File: src/rtl/contador_modn.sv
// Modulo-MODULUS up/down digit counter with clamped preset load, wrap/stop modes and ripple tc.
// count/expired/load_err are registered; zero/max/tc follow count and inputs combinationally.
module contador_modn #(
  parameter int WIDTH   = 4,
  parameter int MODULUS = 6,
  parameter bit WRAP    = 1'b1
) (
  input  logic             clk,
  input  logic             clear,
  input  logic             loadn,
  input  logic [WIDTH-1:0] data,
  input  logic             en,
  input  logic             up,
  output logic [WIDTH-1:0] count,
  output logic             zero,
  output logic             max,
  output logic             tc,
  output logic             expired,
  output logic             load_err
);

  localparam logic [WIDTH-1:0] LAST    = WIDTH'(MODULUS - 1);
  // One extra bit so MODULUS = 2^WIDTH is representable and every data value is in range.
  localparam logic [WIDTH:0]   MOD_EXT = (WIDTH + 1)'(MODULUS);

  logic in_range;
  logic term;

  assign in_range = ({1'b0, data} < MOD_EXT);
  assign zero     = (count == '0);
  assign max      = (count == LAST);
  assign term     = up ? max : zero;
  assign tc       = en & term & ~expired;

  always_ff @(posedge clk or posedge clear) begin
    if (clear) begin
      count    <= '0;
      expired  <= 1'b0;
      load_err <= 1'b0;
    end else begin
      load_err <= 1'b0;
      if (!loadn) begin
        count    <= in_range ? data : LAST;
        load_err <= ~in_range;
        expired  <= 1'b0;
      end else if (en && !expired) begin
        if (!term) begin
          count <= up ? count + 1'b1 : count - 1'b1;
        end else if (WRAP) begin
          count <= up ? '0 : LAST;
        end else begin
          expired <= 1'b1;
        end
      end
    end
  end

endmodule

File: config.mk
export PLATFORM = sky130hd
export DESIGN_NAME = contador_modn
export DESIGN_NICKNAME = d
export VERILOG_FILES = /design/src/rtl/contador_modn.sv
export SDC_FILE = /design/constraint.sdc
export NUM_CORES = 1
export LEC_CHECK = 0
export CORE_MARGIN = 2
export CORE_UTILIZATION = 30
export CTS_BUF_LIST = sky130_fd_sc_hd__clkbuf_8
export CTS_CLUSTER_DIAMETER = 200
export DETAILED_ROUTE_END_ITERATION = 16
export SYNTH_ARGS = -nofsm -noshare
export SYNTH_HDL_FRONTEND = slang
export SYNTH_SLANG_ARGS = --single-unit
File: constraint.sdc
create_clock -name clk -period 1.5 [get_ports clk]
set_clock_uncertainty 0.1 [all_clocks]
set_input_delay 0.3 -clock clk [delete_from_list [all_inputs] [get_ports clk]]
set_output_delay 0.3 -clock clk [all_outputs]
set_load 0.02 [all_outputs]
Word level (Yosys, flattened, before mapping)
Index checks and enable logic that the tools add are counted.
{"block": "word_totals", "ramBits": 0, "memories": 0, "in_bits": 9, "ff_bits": 5, "out_inout_bits": 9, "rom_bits": 0, "latch_bits": 0, "word_cells": 18}
{"block": "op_classes", "div_mod_pow": 0, "eq_ne": 2, "shifts": 0, "n_reduce_logical": 1, "muxes": 8, "n_lt_le_gt_ge": 1, "multipliers": 0, "bitwise_logic": 2, "add_sub_neg": 2}
{"op": "$mux 4", "count": 5}
{"op": "$add 4x1->4 const B", "count": 1}
{"op": "$eq 4x3->1 const B", "count": 1}
{"op": "$logic_not 4->1", "count": 1}
{"op": "$lt 4x3->1 const B", "count": 1}
{"op": "$sub 4x1->4 const B", "count": 1}
{"op": "$mux 3", "count": 1}
{"op": "$mux 1", "count": 2}
{"op": "$ne 2x1->1 const B", "count": 1}
{"op": "$and 1x1->1", "count": 1}
{"op": "$not 1->1", "count": 1}

Depth between registers and ports, before layout
Gate-level depths: netlist (run 1).
{"block": "depth", "word_depth": 5, "mapped_depth": 6, "mapped_depth_nobuf": 6}

Least setup slack after synthesis (run 1)
OpenSTA, ideal clock, no wires.
{"block": "synth_path", "kind": "register to output", "start": "register count[0]", "end": "output zero", "required_time_ps": 1100, "path_stages_with_launch": 3, "path_slack_ps": -229, "arrival_ps": 1329, "n_path_buf": 1, "path_cell_list": "dfrtp_1 buf_6 nor4_1"}
{"block": "synth_between", "elab_chain_cells": 1}
{"item": "from (decl)", "line_no": "14", "text": "output logic [WIDTH-1:0] count,"}
{"item": "from (signal assigned)", "line_no": "43", "text": "count <= in_range ? data : LAST;"}
{"item": "from (signal assigned)", "line_no": "48", "text": "count <= up ? count + 1'b1 : count - 1'b1;"}
{"item": "from (signal assigned)", "line_no": "50", "text": "count <= up ? '0 : LAST;"}
{"item": "$logic_not 4->1", "line_no": "30", "text": "assign zero = (count == '0);"}
{"item": "to (decl)", "line_no": "15", "text": "output logic zero,"}
No other way between the ends.

Worst setup path after layout (run 1)
{"block": "layout_path", "start": "register count[1]", "end": "output max"}
{"block": "layout_between", "elab_chain_cells": 1}
{"item": "$eq 4x3->1", "line_no": "31", "text": "assign max = (count == LAST);"}
{"item": "to (decl)", "line_no": "16", "text": "output logic max,"}
No other way between the ends.

==> reports/metrics.yaml, run 1 <==
floorplanning:
  die_x_um: 41.4
  dieArea_mm2: 0.00172
  start_util: 0.323
  coreArea_mm2: 0.00130
  rows: 13
  pin_count: 18
  die_h_um: 41.4
worst_hold_path:
  hp-class: "primary input to async pin"
power:
  comb_power_share: 0.496
  switching_share: 0.333
  seqPwrFrac: 0.216
  max-vdd-ir-drop_mv: 0.432
  power.switching_uw: 279
  pwr-share-clk: 0.289
  cellLeakagePower_uw: 0.000385
  p_per_area_mw_per_mm2: 1010
  power.internal_uw: 557
routing:
  antenna_left: 0
  drt_iter0_markers: 5
  num_vias: 505
  drc_errors: 0
  viasPerCell: 5.10
  route.detailed.wl_per_inst_um: 14.9
  postRouteWirelength_um: 1480
  first_pass_iters: 4
synth:
  syn_avg_cell_area_um2: 8.58
  synth_area_leaders: "dfrtp_1, ha_1, fa_1"
  synth_cells: 49
  syn-num-nets: 61
  synth_top_area_frac: 0.298
  synth_cell_type_count: 25
  yosys.area.top_type: "dfrtp_1"
  ys_seq_area_frac: 0.298
  muxShareOfSynthArea: 0.0744
  synth_area_um2: 420
  synth_top_family_by_area: "simple AND/OR/NAND/NOR gates"
  ys_seq_elements: 5
  synth_simple_gate_area_frac: 0.208
  yosysWarnings: 0
  yosys.area_share.xor_xnor: 0.0417
  synthAdderAreaFrac: 0.107
  synth-compound-area-share: 0.155
sta:
  setup_ws_ns: -0.182
  fin_crit_sh: 1.12
  max_clock_freq_mhz: 594
  finalMaxSlewViolations: 0
  hold_ws_ns: 0.191
  grt_setup_unrepaired: "true"
  setup_viol: 6
  finalHoldViolCount: 0
  period_minus_slack_ns: 1.68
clock_tree:
  cts_buffers: 3
  cts_tree: "yes"
  clock-root-buffer: "clkbuf_8"
  htree_levels: 1
  clk_latency_ns: 0.22
  cts_hold_buf: 0
  cts_buffer_depth: 2
  clkTransAtPathRegs_ns: 0.04
  clock-sinks: 5
global_route:
  grt_antenna_before_repair: 0
  grt_usage: 0.183
  grt_first_pass_wirelength_um: 2340
  first_global_vias: 516
  grt_overflow: 0
  grt_max_degree: 7
place:
  io_buffers: 16
  place_ws_ns: -0.707
  dpl.hpwl_um: 945
  gp_congestion: 0.828
final_layout:
  fin_nets: 97
  n_antenna_cell: 0
  utilization: 0.637
  drive_above_1_share: 0.560
  syn2layout_area_growth_pct: 97.0
setup_path:
  crit_path_cell_trace: "nor2_2, and3_2, clkdlybuf4s15_2"
  startpoint_type: "register"
  crit_fanout: 3
  cpPeakStageDelay_ns: 0.40
  cp-end-kind: "primary output"
  r2r_slack_ns: -0.18
  arrival_ns: 1.28
  cp.required_ns: 1.10
  critPathKind: "register to primary output"
  cp_slowest_cell: "dfrtp_2"
outcome:
  violations: "setup timing"
  status: "finished, violations left"
flow_run:
  drv_cap: 0
-- synthesized netlist by cell type, drive strengths merged --
master,number
a21o,1
a21oi,3
a31oi,2
and3,2
buf,2
clkbuf,2
conb,1
dfrtp,5
fa,1
ha,2
inv,5
mux2,1
mux2i,2
nand2,5
nand3b,2
nor2,5
nor3,1
nor4,1
nor4b,1
o21ai,1
o2bb2ai,1
o31a,1
xnor2,2
-- cell type report --
cell class                 count  area, um2
fill                         112        473
multi-input combinational     35        312
tap                           15       18.8
inverter                       5       21.3
timing repair buffer          35        303
clock inverter                 1       3.75
sequential                     5        129
clock buffer                   3       41.3
-- critical path: cells and delay by family, from the launching register on --
| family | cells | cell delay [ns] |
|---|---|---|
| buffers and inverters | 1 | 0.26 |
| AND/OR/NAND/NOR | 2 | 0.40 |
| flip-flops | 1 | 0.40 |
-- state kept, by name (all words and copies together), names as in the netlist --
name,flops
count,4
load_err,1
-- placed cells by master, fill, tap and decap left out, types with 2 or more instances in the layout --
cell type / synthesis / layout
nand3b_1: 2 / 2
buf_6: 1 / 5
clkbuf_8: 0 / 3
a21oi_1: 2 / 2
nand2_1: 5 / 5
buf_4: 1 / 17
dfrtp_2: 0 / 3
mux2i_1: 2 / 2
dlygate4sd2_1: 0 / 2
inv_1: 5 / 4
ha_4: 0 / 2
nor2_1: 5 / 3
clkdlybuf4s50_1: 0 / 7
nor2_2: 0 / 2
dfrtp_1: 5 / 2
-- logic make-up (layout without fill, tap and decap cells) --
logic type / after synthesis / in the layout
XOR/XNOR: 2 / 2
multiplexers: 3 / 3
buffers and inverters: 9 / 44
adder cells (fa/ha/maj): 3 / 3
other: 1 / 1
AO/OA/AOI/OAI: 9 / 9
AND/OR/NAND/NOR: 17 / 17
flip-flops: 5 / 5
-- stage by stage --
stage               std cells  instance area [um2]  setup TNS (ns)  total power, uW
floorplan                  49                  448         -0.0955              362
global placement           90                  706           -3.01              520
detailed placement         90                  706           -3.17              524
CTS                        99                  795          -0.741              804
global route               99                  828           -1.12              886
finish                     99                  828          -0.730              835
-- per-layer routing --
metal / vias to the layer above / part of all wire / wire length [um] / track usage
met5: - / 0 / 0 / 0
met4: 0 / 0.044 / 65 / 0.135
met3: 8 / 0.018 / 27 / 0.0130
met2: 16 / 0.54 / 804 / 0.300
met1: 248 / 0.39 / 579 / 0.221
li1: 233 / - / - / -
-- worst paths after layout --
kind / start / to / cells past startpoint
setup / recovery: count[1] / max / 3
setup reg to reg: count[1] / count[3] / 6
hold reg to reg: count[3] / count[3] / 3
hold / removal: clear / count[2] / 2
min in group clk: count[3] / count[3] / 3
max in group asynchronous: clear / count[0] / 2
-- power by group through the flow --
stage	registers [uW]	clock network, uW	logic (uW)
CTS	178	247	379
floorplan	203	0	159
finish	180	241	414
detailed placement	178	0	346
global placement	178	0	342
global route	183	257	445
-- timing repair --
action	4_1_cts	5_1_grt
gates resized for setup	34	9
cloned	0	0
setup buffers	5	0
pin swaps	4	1
endpoints found under the setup margin	11	8
Note: power is estimated with default switching activity, not from simulation.
==> inputs of run 2 (changes only) <==
--- a/config.mk
+++ b/config.mk
@@ -8,7 +8,7 @@
 export CORE_MARGIN = 2
 export CORE_UTILIZATION = 30
 export CTS_BUF_LIST = sky130_fd_sc_hd__clkbuf_8
-export CTS_CLUSTER_DIAMETER = 200
+export CTS_CLUSTER_SIZE = 14
 export DETAILED_ROUTE_END_ITERATION = 16
 export SYNTH_ARGS = -nofsm -noshare
 export SYNTH_HDL_FRONTEND = slang
==> results of run 2 <==
No change in the layout: final DEF, timing and power equal those of run 1.
==> inputs of run 3 (changes only) <==
--- a/config.mk
+++ b/config.mk
@@ -10,6 +10,7 @@
 export CTS_BUF_LIST = sky130_fd_sc_hd__clkbuf_8
 export CTS_CLUSTER_SIZE = 14
 export DETAILED_ROUTE_END_ITERATION = 16
+export GPL_ROUTABILITY_DRIVEN = 1
 export SYNTH_ARGS = -nofsm -noshare
 export SYNTH_HDL_FRONTEND = slang
 export SYNTH_SLANG_ARGS = --single-unit
==> results of run 3 <==
No change in the layout: final DEF, timing and power equal those of run 1.
